`config.mk`:
```
export PLATFORM = sky130hd
export DESIGN_NAME = cpu_control_fsm
export DESIGN_NICKNAME = d
export VERILOG_FILES = /design/src/rtl/cpu_control_fsm.sv
export SDC_FILE = /design/constraint.sdc
export NUM_CORES = 1
export LEC_CHECK = 0
export BUFFER_PORTS_ARGS = -buffer_cell sky130_fd_sc_hd__buf_2
export CAP_MARGIN = 20
export CORE_UTILIZATION = 50
export DETAILED_ROUTE_END_ITERATION = 8
export PLACE_DENSITY = 0.77
export SYNTH_ARGS = -nofsm -noshare
export SYNTH_HDL_FRONTEND = slang
export SYNTH_SLANG_ARGS = --single-unit
export TNS_END_PERCENT = 20
```
`constraint.sdc`:
```
create_clock -name clk_pi -period 3.4 [get_ports clk_pi]
set_clock_uncertainty 0.2 [all_clocks]
set_input_delay 0.17 -clock clk_pi [delete_from_list [all_inputs] [get_ports clk_pi]]
set_output_delay 0.17 -clock clk_pi [all_outputs]
set_load 0.05 [all_outputs]
```
`src/rtl/cpu_control_fsm.sv`:
```
// cpu_control_fsm: multi-cycle sequencer for the 16-bit ELEC326 CPU.
// Owns PC, IR and the carry flag. Runs the imem/dmem req/ack handshakes,
// consumes the decoder's one-hot strobes and emits regfile write controls.
module cpu_control_fsm #(
  parameter int                  PC_WIDTH = 16,
  parameter logic [PC_WIDTH-1:0] RESET_PC = '0
) (
  input  logic                clk_pi,
  input  logic                reset_pi,
  output logic                imem_req_po,
  input  logic                imem_ack_pi,
  input  logic [15:0]         imem_data_pi,
  output logic                dmem_req_po,
  output logic                dmem_we_po,
  input  logic                dmem_ack_pi,
  output logic [PC_WIDTH-1:0] pc_po,
  output logic [15:0]         ir_po,
  input  logic                dec_arith_2op_pi,
  input  logic                dec_arith_1op_pi,
  input  logic                dec_movi_lower_pi,
  input  logic                dec_movi_higher_pi,
  input  logic                dec_addi_pi,
  input  logic                dec_subi_pi,
  input  logic                dec_load_pi,
  input  logic                dec_store_pi,
  input  logic                dec_branch_eq_pi,
  input  logic                dec_branch_ge_pi,
  input  logic                dec_branch_le_pi,
  input  logic                dec_branch_carry_pi,
  input  logic                dec_jump_pi,
  input  logic                dec_stc_pi,
  input  logic                dec_stb_pi,
  input  logic                dec_halt_pi,
  input  logic                dec_rst_pi,
  input  logic [11:0]         dec_imm_pi,
  input  logic                alu_carry_pi,
  input  logic                cmp_eq_pi,
  input  logic                cmp_lt_pi,
  output logic                carry_po,
  output logic                reg_we_po,
  output logic [1:0]          wb_sel_po,
  output logic                halted_po
);

  typedef enum logic [2:0] {
    S_FETCH, S_DECODE, S_EXEC, S_MEM, S_WB, S_HALT
  } state_t;

  localparam logic [PC_WIDTH-1:0] PC_ONE = {{(PC_WIDTH-1){1'b0}}, 1'b1};

  state_t              r_state, w_state_nxt;
  logic [PC_WIDTH-1:0] r_pc, w_pc_nxt;
  logic [15:0]         r_ir, w_ir_nxt;
  logic                r_carry, w_carry_nxt;

  logic                w_alu, w_movi, w_mem, w_branch, w_taken, w_any_exec;
  logic [PC_WIDTH-1:0] w_br_off, w_jump_pc;

  assign w_alu      = dec_arith_2op_pi | dec_arith_1op_pi | dec_addi_pi | dec_subi_pi;
  assign w_movi     = dec_movi_lower_pi | dec_movi_higher_pi;
  assign w_mem      = dec_load_pi | dec_store_pi;
  assign w_branch   = dec_branch_eq_pi | dec_branch_ge_pi | dec_branch_le_pi | dec_branch_carry_pi;
  assign w_any_exec = w_alu | w_movi | w_mem | w_branch;

  // Branch condition from the comparator (and the carry flag for BC).
  assign w_taken = (dec_branch_eq_pi    & cmp_eq_pi)
                 | (dec_branch_ge_pi    & ~cmp_lt_pi)
                 | (dec_branch_le_pi    & (cmp_lt_pi | cmp_eq_pi))
                 | (dec_branch_carry_pi & r_carry);

  // 6-bit signed offset applied to the already-incremented PC.
  assign w_br_off = {{(PC_WIDTH-6){dec_imm_pi[5]}}, dec_imm_pi[5:0]};

  // Jump keeps the PC page above bit 12 and replaces the low 12 bits.
  generate
    if (PC_WIDTH > 12) begin : g_jmp_page
      assign w_jump_pc = {r_pc[PC_WIDTH-1:12], dec_imm_pi};
    end else begin : g_jmp_flat
      assign w_jump_pc = dec_imm_pi;
    end
  endgenerate

  // State, PC, IR and carry registers; reset wins over any pending handshake.
  always_ff @(posedge clk_pi) begin
    if (reset_pi) begin
      r_state <= S_FETCH;
      r_pc    <= RESET_PC;
      r_ir    <= '0;
      r_carry <= 1'b0;
    end else begin
      r_state <= w_state_nxt;
      r_pc    <= w_pc_nxt;
      r_ir    <= w_ir_nxt;
      r_carry <= w_carry_nxt;
    end
  end

  // Next-state and architectural-state update per sequencer state.
  always_comb begin
    w_state_nxt = r_state;
    w_pc_nxt    = r_pc;
    w_ir_nxt    = r_ir;
    w_carry_nxt = r_carry;
    case (r_state)
      S_FETCH: begin
        if (imem_ack_pi) begin
          w_ir_nxt    = imem_data_pi;
          w_pc_nxt    = r_pc + PC_ONE;
          w_state_nxt = S_DECODE;
        end
      end
      S_DECODE: begin
        w_state_nxt = S_FETCH;
        if (dec_halt_pi) begin
          w_state_nxt = S_HALT;
        end else if (dec_rst_pi) begin
          w_pc_nxt    = RESET_PC;
          w_carry_nxt = 1'b0;
        end else if (dec_stc_pi) begin
          w_carry_nxt = 1'b1;
        end else if (dec_stb_pi) begin
          w_carry_nxt = 1'b0;
        end else if (dec_jump_pi) begin
          w_pc_nxt = w_jump_pc;
        end else if (w_any_exec) begin
          w_state_nxt = S_EXEC;
        end
      end
      S_EXEC: begin
        if (w_alu) begin
          w_carry_nxt = alu_carry_pi;
          w_state_nxt = S_WB;
        end else if (w_movi) begin
          w_state_nxt = S_WB;
        end else if (w_mem) begin
          w_state_nxt = S_MEM;
        end else begin
          if (w_taken) w_pc_nxt = r_pc + w_br_off;
          w_state_nxt = S_FETCH;
        end
      end
      S_MEM: begin
        if (dmem_ack_pi) w_state_nxt = dec_store_pi ? S_FETCH : S_WB;
      end
      S_WB:    w_state_nxt = S_FETCH;
      S_HALT:  w_state_nxt = S_HALT;
      default: w_state_nxt = S_FETCH;
    endcase
  end

  // Handshake and writeback strobes are forced low while reset is held.
  always_comb begin
    imem_req_po = (r_state == S_FETCH) & ~reset_pi;
    dmem_req_po = (r_state == S_MEM)   & ~reset_pi;
    dmem_we_po  = dmem_req_po & dec_store_pi;
    reg_we_po   = (r_state == S_WB)    & ~reset_pi;
    halted_po   = (r_state == S_HALT)  & ~reset_pi;
    wb_sel_po   = 2'b00;
    if (r_state == S_WB) begin
      if (dec_load_pi)  wb_sel_po = 2'b01;
      else if (w_movi)  wb_sel_po = 2'b10;
    end
  end

  assign pc_po    = r_pc;
  assign ir_po    = r_ir;
  assign carry_po = r_carry;

endmodule

```
# After elaboration in Yosys (flattened, before gate mapping)
# Cells that the tools add are included.
totals:
  register_bits: 36
  in_bits: 52
  output_inout_bits: 40
  word_cells: 92
op_classes:
  add_sub_neg: 2
  eq_ne: 18
  mux: 33
  n_bitwise: 26
  n_reduce_logical: 8
ops:
  columns: ["cell", "n"]
  rows:
  - ["$mux W16", 7]
  - ["$pmux W16 S3", 1]
  - ["$mux W12", 3]
  - ["$mux W2", 9]
  - ["$mux W3", 6]
  - ["$ne A2 B2 Y1 const B", 9]
  - ["$add A16 B1 Y16 const B", 1]
  - ["$add A16 B16 Y16", 1]
  - ["$or A1 B1 Y1", 15]
  - ["$pmux W3 S5", 1]
  - ["$reduce_and A10 Y1", 1]
  - ["$and A1 B1 Y1", 9]
  - ["$ne A3 B3 Y1 const B", 3]
  - ["$reduce_and A8 Y1", 1]
  - ["$eq A3 B2 Y1 const B", 2]
  - ["$eq A3 B3 Y1 const B", 2]
  - ["$mux W1", 5]
  - ["$ne A4 B4 Y1 const B", 1]
  - ["$reduce_and A2 Y1", 2]
  - ["$reduce_and A4 Y1", 1]
  - ["$eq A3 B1 Y1 const B", 1]
  - ["$logic_not A3 Y1", 1]
  - ["$reduce_bool A3 Y1", 1]
  - ["$not A1 Y1", 2]
  - ["other kinds (2)", 2]

# Longest topological paths before layout
logic_depth:
  depth_word: 13
  depth_mapped: 11
  depth_no_buf: 10

# Least setup slack after synthesis
# No wires, ideal clock.
synth_timing:
  path_type: "register to register"
  start: "register r_state[1]"
  end: "register r_pc[14] (netlist: pc_po[14])"
  setup_ps: 120
  arrival_ps: 2672
  required_ps: 3080
  path_slack_ps: 408
  path_stages_with_launch: 12
  path_buffers: 1
  synth_period_minus_slack_ps: 2992
  path_cell_list: "dfxtp_1 > buf_6 > nor3b_4 > nand2b_1 > ha_1 > fa_1 > a211oi_1 > o21ai_1 > o31a_1 > o21ai_1 > a211oi_1 > a211o_1"
synth_between:
  elab_chain_cells: 3
  elab_cells_between_ends: 13
  cone_classes: "eq/ne (9); mux (1); reduce/logical (3)"
synth_rtl:
  columns: ["item", "line", "source"]
  rows:
  - ["from (decl)", "51", "state_t r_state, w_state_nxt;"]
  - ["from (signal assigned)", "91", "r_state <= w_state_nxt;"]
  - ["$eq A3 B1 Y1, or another cell as far along", "104", "case (r_state)"]
  - ["$ne A2 B2 Y1 (no line) / $reduce_bool A3 Y1 (equally long branches)", null, null]
  - ["$reduce_and A8 Y1 (no line)", null, null]
  - ["to (signal assigned)", "92", "r_pc <= w_pc_nxt;"]
  - ["to (decl)", "52", "logic [PC_WIDTH-1:0] r_pc, w_pc_nxt;"]
# Several ways; a longest one is shown, not always the timed one.
# A chain may end at the register's enable or synchronous reset.

# Worst setup path in the final report
layout_timing:
  start: "register r_state[0]"
  end: "register r_pc[14] (netlist: pc_po[14])"
# The elaborated chain is that of the path after synthesis.

==> flow_summary.toml <==
[sta]
setup_viol = 0
final.min_clock_period_ns = 3.06
setup_ws_ns = 0.342
max_clock_freq_mhz = 327
whs_ns = -0.00111
tightestPinTransition_ns = 1.02
rsz0062_at_grt = "false"
hold_violations = 2
setup_tns_ns = 0
maxSlewHeadroom_pct = 31.8
fin_crit_sh_pct = 89.9
drv_slew = 0

[floorplan]
die_x_um = 73.3
core_area_um2 = 4820
die_h_um = 73.3
dieArea_um2 = 5370
start_util_pct = 52.8
rows = 25
pin_count = 92

[outcome]
violations = "negative hold slack"
status = "complete, but fails checks"

[critical_path]
worstPathArrival_ns = 3.04
rr_worst_depth = 10
max_stage_delay_ns = 0.48
cp_data_required_time_ns = 3.39
crit_path_end_kind = "flop"
crit_fanout = 4
crit_chain = "nor3b_4 > nand2b_1 > ha_1 > fa_1 > a211oi_1 > o21ai_1 > o31a_1 > o21ai_1 > a211oi_1 > a211o_1"
start_kind = "flop"
worstSetupPathType = "flop to flop"
r2r_start = "r_state[0]"
r2r_end = "pc_po[14]"
worst_path_max_delay_cell = "a211oi_1"
rrSetupSlack_ns = 0.34

[routing]
dr_total_vias = 2804
drc = 0
drtAntennaViolNets = 0
wl_per_cell_um = 14.3
via_per_inst = 5.64
drtIter0Drc = 189
dr.pass1.iters = 4
wirelength_mm = 7.12

[global_routing]
grt_pass1_wl_mm = 11.4
antenna_found_initial = 0
grt_use_total_pct = 27.2
grt_start_max_net_pins = 30
grt_pass1_vias = 2607
grt.overflow.total = 0

[power_and_ir_drop]
pwr-share-comb_pct = 31.1
power.leakage_uw = 0.00144
ir_drop_v = 0.000281
pwr_density_cell_nw_per_um2 = 383
p_int_uw = 803
power.share.sequential_pct = 38.7
netSwitchingPower_uw = 456
clock_power_share_pct = 30.2
sw_frac_of_total_pct = 36.2
total_power_uw = 1260

[yosys]
synth_warnings = 0
syn_avg_cell_area_um2 = 7.70
ys_seq_area_share_pct = 28.3
async_flop_share_pct = 0
ys_ff_latch = 36
synthCells = 330
synth_edf_count = 0
syn_nets = 389
ys_types = 65
synth.cell_area_um2 = 2540
synthFlopType = "dfxtp_1"

[clock_network]
cts_tree = "yes"
path_clk_slew_ns = 0.08
cts.sinks = 36
clock_latency_ns = 0.29
cts_buffers = 5
htree_levels = 2
cts_resized = 0
cts_root_buf = "clkbuf_8"
clk_path_buf_depth = 2

[place]
place_inst = 473
dp_hpwl_mm = 4.98
gp_congestion = 0.919
place_ws_ns = 0.389
io_buffers = 91

[final_layout]
num-nets-final = 488
final_util_pct = 68.3
area_delta_synth_final_pct = 29.4
antennaDiodeCount = 0
drive_above_1_share_pct = 29.3
final_cells = 497

[hold_path]
hold_start = "dec_imm_pi[3]"
hold_depth = 3
hold_path_class = "input port to flop"
holdPathEnd = "pc_po[3]"

[job]
maxCapViolCount = 0
## cells in the mapped netlist, drive strengths merged (6+ instances only)
cell type	n	area [um^2]
nor2	35	134
nor3b	6	56.3
xnor2	6	52.6
o21ai	15	75.1
nand2	49	184
ha	6	75.1
a21oi	30	154
and2	8	50.1
nand3	9	50.1
nand2b	8	50.1
dfxtp	36	721
mux2i	6	60.1
nor3	16	96.4
a211oi	9	77.6
buf	11	78.8
clkbuf	12	45.0
## per-stage QoR
| stage | area, um^2 | hold WS [ns] |
|---|---|---|
| floorplan | 2540 | 0.106 |
| global placement | 3020 | 0.210 |
| detailed placement | 3020 | 0.217 |
| CTS | 3290 | 0.000538 |
| global route | 3290 | 0.0197 |
| finish | 3290 | -0.00111 |
## power groups by stage
| stage | logic, uW | clock network, uW | registers [uW] |
|---|---|---|---|
| after CTS | 388 | 381 | 487 |
| after global routing | 420 | 397 | 492 |
| final | 391 | 380 | 488 |
| after detailed placement | 372 | 0 | 496 |
| after global placement | 368 | 0 | 494 |
| after floorplan | 193 | 0 | 574 |
## placed cells by master, fill, tap and decap left out, types with 2 or more instances in the layout
cell type      instances
a211oi_1               7
a211oi_2               2
a21o_1                 3
a21oi_1               29
a221oi_1               4
a2bb2oi_1              2
and2_1                 8
buf_2                 91
buf_4                  8
clkbuf_8               5
dfxtp_1               36
dlygate4sd3_1         16
ha_1                   6
inv_1                  4
mux2i_1                6
nand2_1               49
nand2b_1               8
nand3_1                8
nand3b_1               2
nand4_1                4
nor2_1                34
nor2b_1                4
nor3_1                14
nor3b_1                5
nor4_1                 4
o211ai_1               3
o211ai_2               2
o21ai_0               12
o21ai_1                3
o22ai_1                3
o2bb2ai_1              2
o31ai_1                3
o32ai_1                2
xnor2_1                6
xor2_1                 2
## routing by layer
layer	part of all wire (%)	up-vias	wire [um]	track usage, %
met5	0	-	0	0
met4	0.93	0	66	9.40
met3	6.8	10	482	5.76
met2	53	104	3740	48.9
met1	40	1303	2830	31.8
li1	-	1387	-	-
## critical path: cells and delay by family, from the launching register on
kind | cells | cell delay [ns]
compound gates | 6 | 1.48
fa+ha+maj | 2 | 0.66
flops | 1 | 0.34
simple gates | 2 | 0.28
## flip-flops by register name, indices dropped and copies added (netlist names)
| register | cells |
|---|---|
| r_state | 3 |
| ir_po | 16 |
| carry_po | 1 |
| pc_po | 16 |
## cells by family after synthesis
logic type      after synthesis  synth area share, %
mux                           6                 2.36
buf+inv                      28                 5.61
simple gates                156                 33.0
xor+xnor                      8                 2.76
flops                        36                 28.3
compound gates               89                 24.2
fa+ha+maj                     7                 3.74
## worst max-delay path by stage
stage	start	endpoint	slack, ns	cells past startpoint
global placement	r_state[0]	pc_po[14]	0.45	10
global route	r_state[0]	pc_po[14]	0.12	10
finish	r_state[0]	pc_po[14]	0.34	10
detailed placement	r_state[1]	pc_po[14]	0.39	10
floorplan	r_state[1]	pc_po[14]	0.41	11
CTS	r_state[1]	pc_po[14]	0.38	10
## final cells by class
cell class                 instances  area, um^2
timing repair buffer             115         676
clock buffer                       5        68.8
sequential                        36         721
tap                               67        83.8
inverter                           5        18.8
multi-input combinational        266        1680
clock inverter                     3        42.5
fill                             426        1530
## repair_timing
| item | 4_1_cts | 5_1_grt |
|---|---|---|
| setup buffers | 0 | 0 |
| hold endpoints to repair | 16 | 0 |
| hold buffers | 16 | 0 |
Power figures use the tool's default switching activity.
